File: config.mk
export PLATFORM = sky130hd
export DESIGN_NAME = branch_resolve_unit
export DESIGN_NICKNAME = d
export VERILOG_FILES = /design/src/rtl/branch_resolve_unit.sv
export SDC_FILE = /design/constraint.sdc
export NUM_CORES = 1
export LEC_CHECK = 0
export CORE_MARGIN = 8
export CORE_UTILIZATION = 45
export DETAILED_ROUTE_END_ITERATION = 10
export PLACE_DENSITY = 0.68
export SLEW_MARGIN = 0
export SYNTH_ARGS = -nofsm -noshare
export SYNTH_HDL_FRONTEND = slang
export SYNTH_SLANG_ARGS = --single-unit
export TNS_END_PERCENT = 5
File: constraint.sdc
create_clock -name clk -period 5.2 [get_ports clk]
set_clock_uncertainty 0.2 [all_clocks]
set_input_delay 0.78 -clock clk [delete_from_list [all_inputs] [get_ports clk]]
set_output_delay 0.78 -clock clk [all_outputs]
set_load 0.01 [all_outputs]
File: src/rtl/branch_resolve_unit.sv
// Branch/jump/trap resolution in EX with a 2-bit-counter BHT for IF-stage prediction.
// Emits a registered one-shot redirect/flush and runs the ECALL/EBREAK trap handshake.
module branch_resolve_unit #(
  parameter int XLEN        = 32,
  parameter int BHT_ENTRIES = 64,
  parameter int IDX_LSB     = 2,
  parameter int CNT_W       = 32
) (
  input  logic             clk,
  input  logic             rst_n,
  input  logic [XLEN-1:0]  if_pc,
  output logic             if_pred_taken,
  input  logic             ex_valid,
  output logic             ex_ready,
  input  logic [6:0]       ex_opcode,
  input  logic [2:0]       ex_funct3,
  input  logic [XLEN-1:0]  ex_pc,
  input  logic             ex_pred_taken,
  input  logic             cf,
  input  logic             zf,
  input  logic             vf,
  input  logic             sf,
  input  logic             ef,
  input  logic [XLEN-1:0]  ex_br_target,
  input  logic [XLEN-1:0]  ex_alu_result,
  input  logic [XLEN-1:0]  trap_vector,
  output logic             trap_req,
  input  logic             trap_ack,
  output logic             redirect_valid,
  output logic [XLEN-1:0]  redirect_pc,
  output logic [1:0]       pc_sel,
  output logic             flush,
  output logic [CNT_W-1:0] br_count,
  output logic [CNT_W-1:0] mispred_count
);
  localparam int IDX_W = $clog2(BHT_ENTRIES);

  localparam logic [6:0] OP_BRANCH = 7'b1100011;
  localparam logic [6:0] OP_JAL    = 7'b1101111;
  localparam logic [6:0] OP_JALR   = 7'b1100111;
  localparam logic [6:0] OP_SYSTEM = 7'b1110011;

  localparam logic [0:0] S_IDLE = 1'b0;
  localparam logic [0:0] S_TRAP = 1'b1;

  localparam logic [1:0] SEL_SEQ  = 2'b00;
  localparam logic [1:0] SEL_JALR = 2'b01;
  localparam logic [1:0] SEL_TGT  = 2'b10;
  localparam logic [1:0] SEL_TRAP = 2'b11;

  logic [0:0]       state;
  logic [1:0]       bht [BHT_ENTRIES];
  logic [IDX_W-1:0] if_idx;
  logic [IDX_W-1:0] ex_idx;
  logic             fire;
  logic             is_cond;
  logic             actual_taken;
  logic             mispred;
  logic             trap_entry;
  logic             nxt_rv;
  logic [1:0]       nxt_sel;
  logic [XLEN-1:0]  nxt_pc;

  assign if_idx        = if_pc[IDX_LSB +: IDX_W];
  assign ex_idx        = ex_pc[IDX_LSB +: IDX_W];
  assign if_pred_taken = bht[if_idx][1];
  assign ex_ready      = (state == S_IDLE);
  assign trap_req      = (state == S_TRAP);
  assign fire          = ex_valid && ex_ready;
  assign trap_entry    = fire && (ex_opcode == OP_SYSTEM) && ef;
  assign mispred       = is_cond && (actual_taken != ex_pred_taken);

  always_comb begin
    is_cond      = 1'b0;
    actual_taken = 1'b0;
    if (fire && ex_opcode == OP_BRANCH) begin
      is_cond = 1'b1;
      unique case (ex_funct3)
        3'b000:  actual_taken = zf;
        3'b001:  actual_taken = !zf;
        3'b100:  actual_taken = (sf != vf);
        3'b101:  actual_taken = (sf == vf);
        3'b110:  actual_taken = !cf;
        3'b111:  actual_taken = cf;
        default: is_cond      = 1'b0;
      endcase
    end
  end

  // Trap return shares the redirect path; EX is stalled while trapped so they never collide.
  always_comb begin
    nxt_rv  = 1'b0;
    nxt_sel = SEL_SEQ;
    nxt_pc  = redirect_pc;
    if (state == S_TRAP) begin
      if (trap_ack) begin
        nxt_rv  = 1'b1;
        nxt_sel = SEL_TRAP;
        nxt_pc  = trap_vector;
      end
    end else if (fire) begin
      if (mispred) begin
        nxt_rv  = 1'b1;
        nxt_sel = actual_taken ? SEL_TGT : SEL_SEQ;
        nxt_pc  = actual_taken ? ex_br_target : ex_pc + XLEN'(4);
      end else if (ex_opcode == OP_JAL) begin
        nxt_rv  = 1'b1;
        nxt_sel = SEL_TGT;
        nxt_pc  = ex_br_target;
      end else if (ex_opcode == OP_JALR) begin
        nxt_rv  = 1'b1;
        nxt_sel = SEL_JALR;
        nxt_pc  = {ex_alu_result[XLEN-1:1], 1'b0};
      end
    end
  end

  always_ff @(posedge clk or negedge rst_n) begin
    if (!rst_n) begin
      state          <= S_IDLE;
      redirect_valid <= 1'b0;
      redirect_pc    <= '0;
      pc_sel         <= SEL_SEQ;
      flush          <= 1'b0;
    end else begin
      redirect_valid <= nxt_rv;
      redirect_pc    <= nxt_pc;
      pc_sel         <= nxt_sel;
      flush          <= nxt_rv || trap_entry;
      if (state == S_TRAP) begin
        if (trap_ack) state <= S_IDLE;
      end else if (trap_entry) begin
        state <= S_TRAP;
      end
    end
  end

  always_ff @(posedge clk or negedge rst_n) begin
    if (!rst_n) begin
      for (int unsigned i = 0; i < BHT_ENTRIES; i++) bht[i] <= 2'b01;
    end else if (is_cond) begin
      if (actual_taken && bht[ex_idx] != 2'b11)
        bht[ex_idx] <= bht[ex_idx] + 2'd1;
      else if (!actual_taken && bht[ex_idx] != 2'b00)
        bht[ex_idx] <= bht[ex_idx] - 2'd1;
    end
  end

  always_ff @(posedge clk or negedge rst_n) begin
    if (!rst_n) begin
      br_count      <= '0;
      mispred_count <= '0;
    end else begin
      if (is_cond && br_count != '1)     br_count      <= br_count + CNT_W'(1);
      if (mispred && mispred_count != '1) mispred_count <= mispred_count + CNT_W'(1);
    end
  end

endmodule

==> flow_summary_export.csv, run 1 <==
group,metric,value,unit
layout,design_area,17000,sq um
sta,relSlewSlack,0.267,
logic_synthesis,synth-simple-area-share,0.172,
cts,clock_latency,530,ps
critical_path,crit_required,4220,ps
logic_synthesis,syn-num-nets,1480,
layout,area_growth_syn_to_layout,31.3,%
placement,gp_congestion,0.940,
power,ir_drop,0.250,mV
logic_synthesis,synth-xor-area-share,0.0619,
logic_synthesis,synth-adder-area-share,0.00483,
layout,fill_cells,2481,
floorplanning,num_io_pins,283,
cts,cts-resized-gates,0,
route,dr.pass1.iters,6,
status,outcome,"complete, no violations",
sta,tns,0,ps
global_routing,grt_pass1_wl,67600,um
floorplanning,die_w,186,um
logic_synthesis,yosys.cell_types.count,68,
cts,cts_setup_buffers,0,
critical_path,cp.arrival,3630,ps
sta,rsz0062_at_grt,"false",
cts,numCtsBuffers,27,
logic_synthesis,yosys_warnings,0,
global_routing,grt_pass1_vias,11500,
cts,clockBufferDepth,3,
flow_run,drv_cap,0,
critical_path,crit_path_end_kind,"output port",
route,wl,44500,um
cts,cts_tree,"done",
logic_synthesis,synth.area.top_cells,"dfrtp_1 (32%), dfstp_2 (13%), nand2_1 (6.1%)",
floorplanning,start_util,0.454,
layout,drive_above_1_share,0.149,
logic_synthesis,synth_top_family_by_area,"simple AND/OR/NAND/NOR gates",
layout,nets,1740,
placement,port_buffers,255,
route,ant_nets,0,
route,drc_errors,0,
power,p_per_area,264,nW/um^2
critical_path,cp-start-kind,"input port",
placement,pre_cts_slack,190,ps
logic_synthesis,synth-seq-cells,229,
route,via_count,11500,
placement,dp_cells,1910,
logic_synthesis,synth_compound_area_frac,0.153,
sta,period_minus_slack,4610,ps
sta,hold_viol_final,0,
placement,postPlaceCellArea,16100,sq um
global_routing,grt_max_degree,121,
logic_synthesis,synth-seq-area-share,0.449,
power,p_leak,6.79,nW
cts,htreeDepth,1,
cts,path_clk_slew,60,ps
cts,cts.sinks,229,
sta,max_freq,217,MHz
logic_synthesis,syn_inst,1295,
logic_synthesis,synthesis.area,13000,sq um
critical_path,worstPathMaxFanout,16,
layout,multi_input_area,6800,sq um
logic_synthesis,yosys.area.top_type,"dfrtp_1",
floorplanning,coreArea,28500,sq um
route,wl_per_cell,22.7,um
placement,dp_hpwl,32800,um
floorplanning,die_area,34500,sq um
layout,register_area,5810,sq um
global_routing,antenna_found_initial,3,
layout,fin_cells,1962,
floorplanning,row_count,62,
sta,tightest_slew,1100,ps
sta,setup_viol,0,
hold_path,hold_path.class,"input port to asynchronous set/reset pin",
critical_path,critPathKind,"input port to output port",
global_routing,overflow,0,
cts,hold_buffers,0,
logic_synthesis,synth.avg_cell_area,10.0,sq um
cts,root_buffer,"clkbuf_16",
logic_synthesis,synthFlopType,"dfrtp_1",
logic_synthesis,synth-edff-count,0,
logic_synthesis,synth.area.mux_share,0.131,
logic_synthesis,synthArstFlopShare,1.00,
sta,layout_setup_ws,594,ps
route,vias_per_cell,5.87,
logic_synthesis,yosysTopAreaCellShare,0.319,
route,first_iter_violations,888,
global_routing,track_usage,0.252,
floorplanning,die_height,186,um
sta,slew_violations,0,
sta,post-route-period-util,0.886,
==> logic make-up (layout without fill, tap and decap cells) <==
family          count (synthesis)  after routing
simple gates                  474            474
compound gates                280            280
flops                         229            229
mux                           123            123
buf+inv                        94            374
xor+xnor                       90             90
fa+ha+maj                       5              5
other cells                     0              3
==> Yosys cell counts, types with 3 or more instances <==
| cell type | count |
|---|---|
| a221o_1 | 10 |
| mux4_2 | 30 |
| nor2b_1 | 7 |
| a21o_1 | 3 |
| xnor2_1 | 65 |
| and3_1 | 12 |
| a211oi_1 | 13 |
| buf_2 | 8 |
| a211o_1 | 5 |
| a31oi_1 | 9 |
| a221oi_1 | 7 |
| inv_1 | 21 |
| a32o_1 | 3 |
| o22ai_1 | 13 |
| nor2_1 | 72 |
| or3_1 | 5 |
| ha_1 | 5 |
| nand4_1 | 38 |
| nand3_1 | 45 |
| o21a_1 | 4 |
| mux2i_1 | 18 |
| dfrtp_1 | 165 |
| nand3b_1 | 5 |
| clkbuf_1 | 55 |
| a21oi_1 | 60 |
| a2111oi_4 | 9 |
| or2_2 | 6 |
| o2111ai_1 | 3 |
| o31ai_1 | 11 |
| o211ai_1 | 4 |
| buf_1 | 7 |
| xor2_1 | 24 |
| mux2_1 | 56 |
| and4_1 | 11 |
| o221ai_1 | 7 |
| and2_1 | 10 |
| nor3_1 | 24 |
| nor4_1 | 11 |
| nand2b_1 | 10 |
| nand2_1 | 211 |
| a22oi_1 | 5 |
| mux2_2 | 19 |
| dfstp_2 | 64 |
| o21ai_0 | 92 |
==> placed cells by master (no fill, tap or decap), types with 12 or more instances in the layout <==
cell	synthesis	routed
clkdlybuf4s50_1	0	251
mux2_1	56	56
xnor2_1	65	65
o22ai_1	13	13
buf_4	2	45
mux4_2	30	30
inv_1	21	21
nand4_1	38	38
dfstp_2	64	64
mux2_2	19	19
nor3_1	24	23
clkbuf_16	0	27
dfrtp_1	165	165
nand2_1	211	211
a211oi_1	13	13
a21oi_1	60	60
xor2_1	24	23
nand3_1	45	45
mux2i_1	18	18
nor2_1	72	72
and3_1	12	12
o21ai_0	92	92
==> worst paths after layout <==
path	slack (ps)	cells past startpoint	endpoint	start
min reg2reg	280	2	redirect_pc[9]	redirect_pc[9]
max	590	6	if_pred_taken	if_pc[2]
max reg2reg	1050	13	flip-flop	bht[97]
max in group asynchronous	3680	2	bht[37]	rst_n
min	20	1	mispred_count[19]	rst_n
min in group clk	280	2	redirect_pc[9]	redirect_pc[9]
==> critical path, stage by stage <==
cell	delay, ps
clkdlybuf4s50_1	510
buf_12	210
mux4_2	560
mux4_2	520
mux4_2	530
clkdlybuf4s50_1	510
==> report_power, final <==
part	switching [mW]	internal, mW	leakage (nW)	total (mW)
combinational	0.367	0.338	3.45	0.705
sequential	0.0420	1.85	2.90	1.89
clock	0.765	1.12	0.442	1.89
==> per-layer routing <==
layer / vias to the layer above / GRT usage / part of all wire
met5: - / 0 / 0
met4: 0 / 0.0905 / 0.033
met3: 104 / 0.0457 / 0.083
met2: 490 / 0.424 / 0.48
met1: 5668 / 0.320 / 0.40
li1: 5260 / - / -
==> through the flow <==
stage / power (mW) / hold WS (ps) / utilization
2_1_floorplan: 2.19 / 260 / -
3_3_place_gp: 2.62 / 263 / 0.564
3_5_place_dp: 2.63 / 267 / 0.564
4_1_cts: 4.52 / 63.2 / 0.595
5_1_grt: 4.64 / 77.9 / 0.596
6_report: 4.49 / 19.7 / 0.596
==> final cells by class <==
class	instances	share of cell area
antenna	3	0.000442
clock buffer	37	0.0449
clock inverter	12	0.00692
inverter	22	0.00486
multi-input combinational	972	0.400
sequential	229	0.342
tap	384	0.0283
timing repair buffer	303	0.173
Power figures use the tool's default switching activity.
==> run 2, diff against run 1 <==
==> constraint.sdc (replaced) <==
create_clock -name clk -period 5.7 [get_ports clk]
set_clock_uncertainty 0.2 [all_clocks]
set_input_delay 0.855 -clock clk [delete_from_list [all_inputs] [get_ports clk]]
set_output_delay 0.855 -clock clk [all_outputs]
set_load 0.01 [all_outputs]
==> run 2 against run 1 <==
Compared with the run above:
- sequential cell count stayed put
- critical path depth did not move
- largest cell class unchanged
- final area grew 0.17%
- via count down 0.46%
- cell count fell by 0.56%
- hold slack gained 140 ps
- wire length decreased by 0.21%
- global-route usage hardly changed
- utilization grew 0.10 points
- sequential power is 8% lower
- non-clock buffer count is 11 lower
==> flow_summary_export.csv, run 2 (same netlist as run 1, synthesis figures left out) <==
group,metric,value,unit
flow_run,drv_cap,0,
sta,post-route-period-util,0.854,
route,dr.pass1.iters,5,
cts,path_clk_slew,70,ps
sta,tightest_slew,1130,ps
sta,slew_violations,0,
route,ant_nets,0,
power,p_per_area,252,nW/um^2
sta,hold_viol_final,0,
power,fin_total_pwr,4.29,mW
hold_path,hold_path.class,"input port to asynchronous set/reset pin",
global_routing,grt_pass1_vias,11400,
critical_path,crit_start,"if_pc[2]",
sta,tns,0,ps
critical_path,cp.arrival,3810,ps
placement,gp_congestion,0.921,
power,pwr-share-clk,0.449,
critical_path,critPathKind,"input port to output port",
global_routing,overflow,0,
sta,relSlewSlack,0.228,
floorplanning,die_area,34500,sq um
route,wl,44400,um
sta,setup_viol,0,
cts,htreeDepth,1,
route,first_iter_violations,1065,
route,wl_per_cell,22.7,um
power,power.switching,1.07,mW
power,sw_frac_of_total,0.248,
layout,nets,1728,
floorplanning,die_height,186,um
route,drc_errors,0,
layout,fin_util,0.597,
power,pwr-share-seq,0.403,
floorplanning,start_util,0.454,
power,intPower,3.23,mW
sta,hold_slack,158,ps
layout,area_growth_syn_to_layout,31.5,%
cts,cts_setup_buffers,0,
layout,layout_common_cells,"clkdlybuf4s50_1 (251), nand2_1 (211), dfrtp_1 (165), o21ai_0 (92), nor2_1 (72)",
power,p_leak,6.78,nW
status,outcome,"complete, no violations",
floorplanning,num_io_pins,283,
cts,cts_tree,"done",
floorplanning,coreArea,28500,sq um
floorplanning,die_w,186,um
critical_path,cp-start-kind,"input port",
sta,rsz0062_at_grt,"false",
cts,numCtsBuffers,26,
route,vias_per_cell,5.88,
global_routing,track_usage,0.251,
cts,cts.sinks,229,
route,via_count,11500,
cts,clockBufferDepth,3,
cts,hold_buffers,0,
global_routing,grt_pass1_wl,67400,um
sta,layout_setup_ws,833,ps
critical_path,reg2regPathDepth,13,
placement,port_buffers,255,
cts,cts-resized-gates,0,
critical_path,r2r_start,"bht[99]",
cts,clock_latency,540,ps
critical_path,crit_required,4640,ps
power,power_frac_comb,0.148,
critical_path,crit_path_end_kind,"output port",
power,ir_drop,0.198,mV
critical_path,worstPathMaxFanout,16,
sta,max_freq,205,MHz
placement,dp_hpwl,32500,um
global_routing,antenna_found_initial,3,
layout,layout_commonest_cell,"clkdlybuf4s50_1",
layout,drive_above_1_share,0.143,
cts,root_buffer,"clkbuf_16",
layout,fill_cells,2472,
floorplanning,row_count,62,
placement,pre_cts_slack,468,ps
sta,period_minus_slack,4870,ps
global_routing,grt_max_degree,127,
[run 2: worst max-delay path, stage by stage]
cell,delay (ps)
clkdlybuf4s50_1,460
buf_4,350
mux4_2,560
mux4_2,540
mux4_2,530
clkdlybuf4s50_1,500
[run 2: power by group through the flow]
stage          Sequential (mW)  Combinational [mW]  Clock, mW
2_1_floorplan             1.78               0.218          0
3_3_place_gp              1.75               0.629          0
3_5_place_dp              1.76               0.634          0
4_1_cts                   1.73               0.637       1.96
5_1_grt                   1.74               0.681       2.02
6_report                  1.73               0.635       1.93
[run 2: cell type report]
class	instances	area [sq um]	share of cell area
Timing Repair Buffer	292	2850	0.167
Multi-Input combinational cell	972	6800	0.399
Clock inverter	10	205	0.0120
Tap cell	384	480	0.0282
Clock buffer	38	797	0.0468
Inverter	22	82.6	0.00485
Antenna cell	4	10.0	0.000588
Sequential cell	229	5810	0.341
[run 2: per-layer routing]
layer	up-vias	track usage	wire length [um]
met3	100	0.0558	3860
met5	-	0	5
li1	5236	-	-
met2	490	0.416	21200
met1	5641	0.318	17700
met4	2	0.0969	1620
[run 2: final timing paths]
check | to | slack (ps)
setup / recovery | if_pred_taken | 830
hold / removal | redirect_pc[22] | 160
setup reg to reg | flip-flop | 1430
hold reg to reg | redirect_pc[23] | 280
max in group asynchronous | br_count[31] | 3960
min in group clk | redirect_pc[23] | 280
[run 2: per-stage QoR]
step / cell area (sq um) / std cells
after floorplan: 13000 / 1295
after global placement: 16000 / 1899
after detailed placement: 16000 / 1899
after CTS: 17000 / 1947
after global routing: 17000 / 1949
final: 17000 / 1951
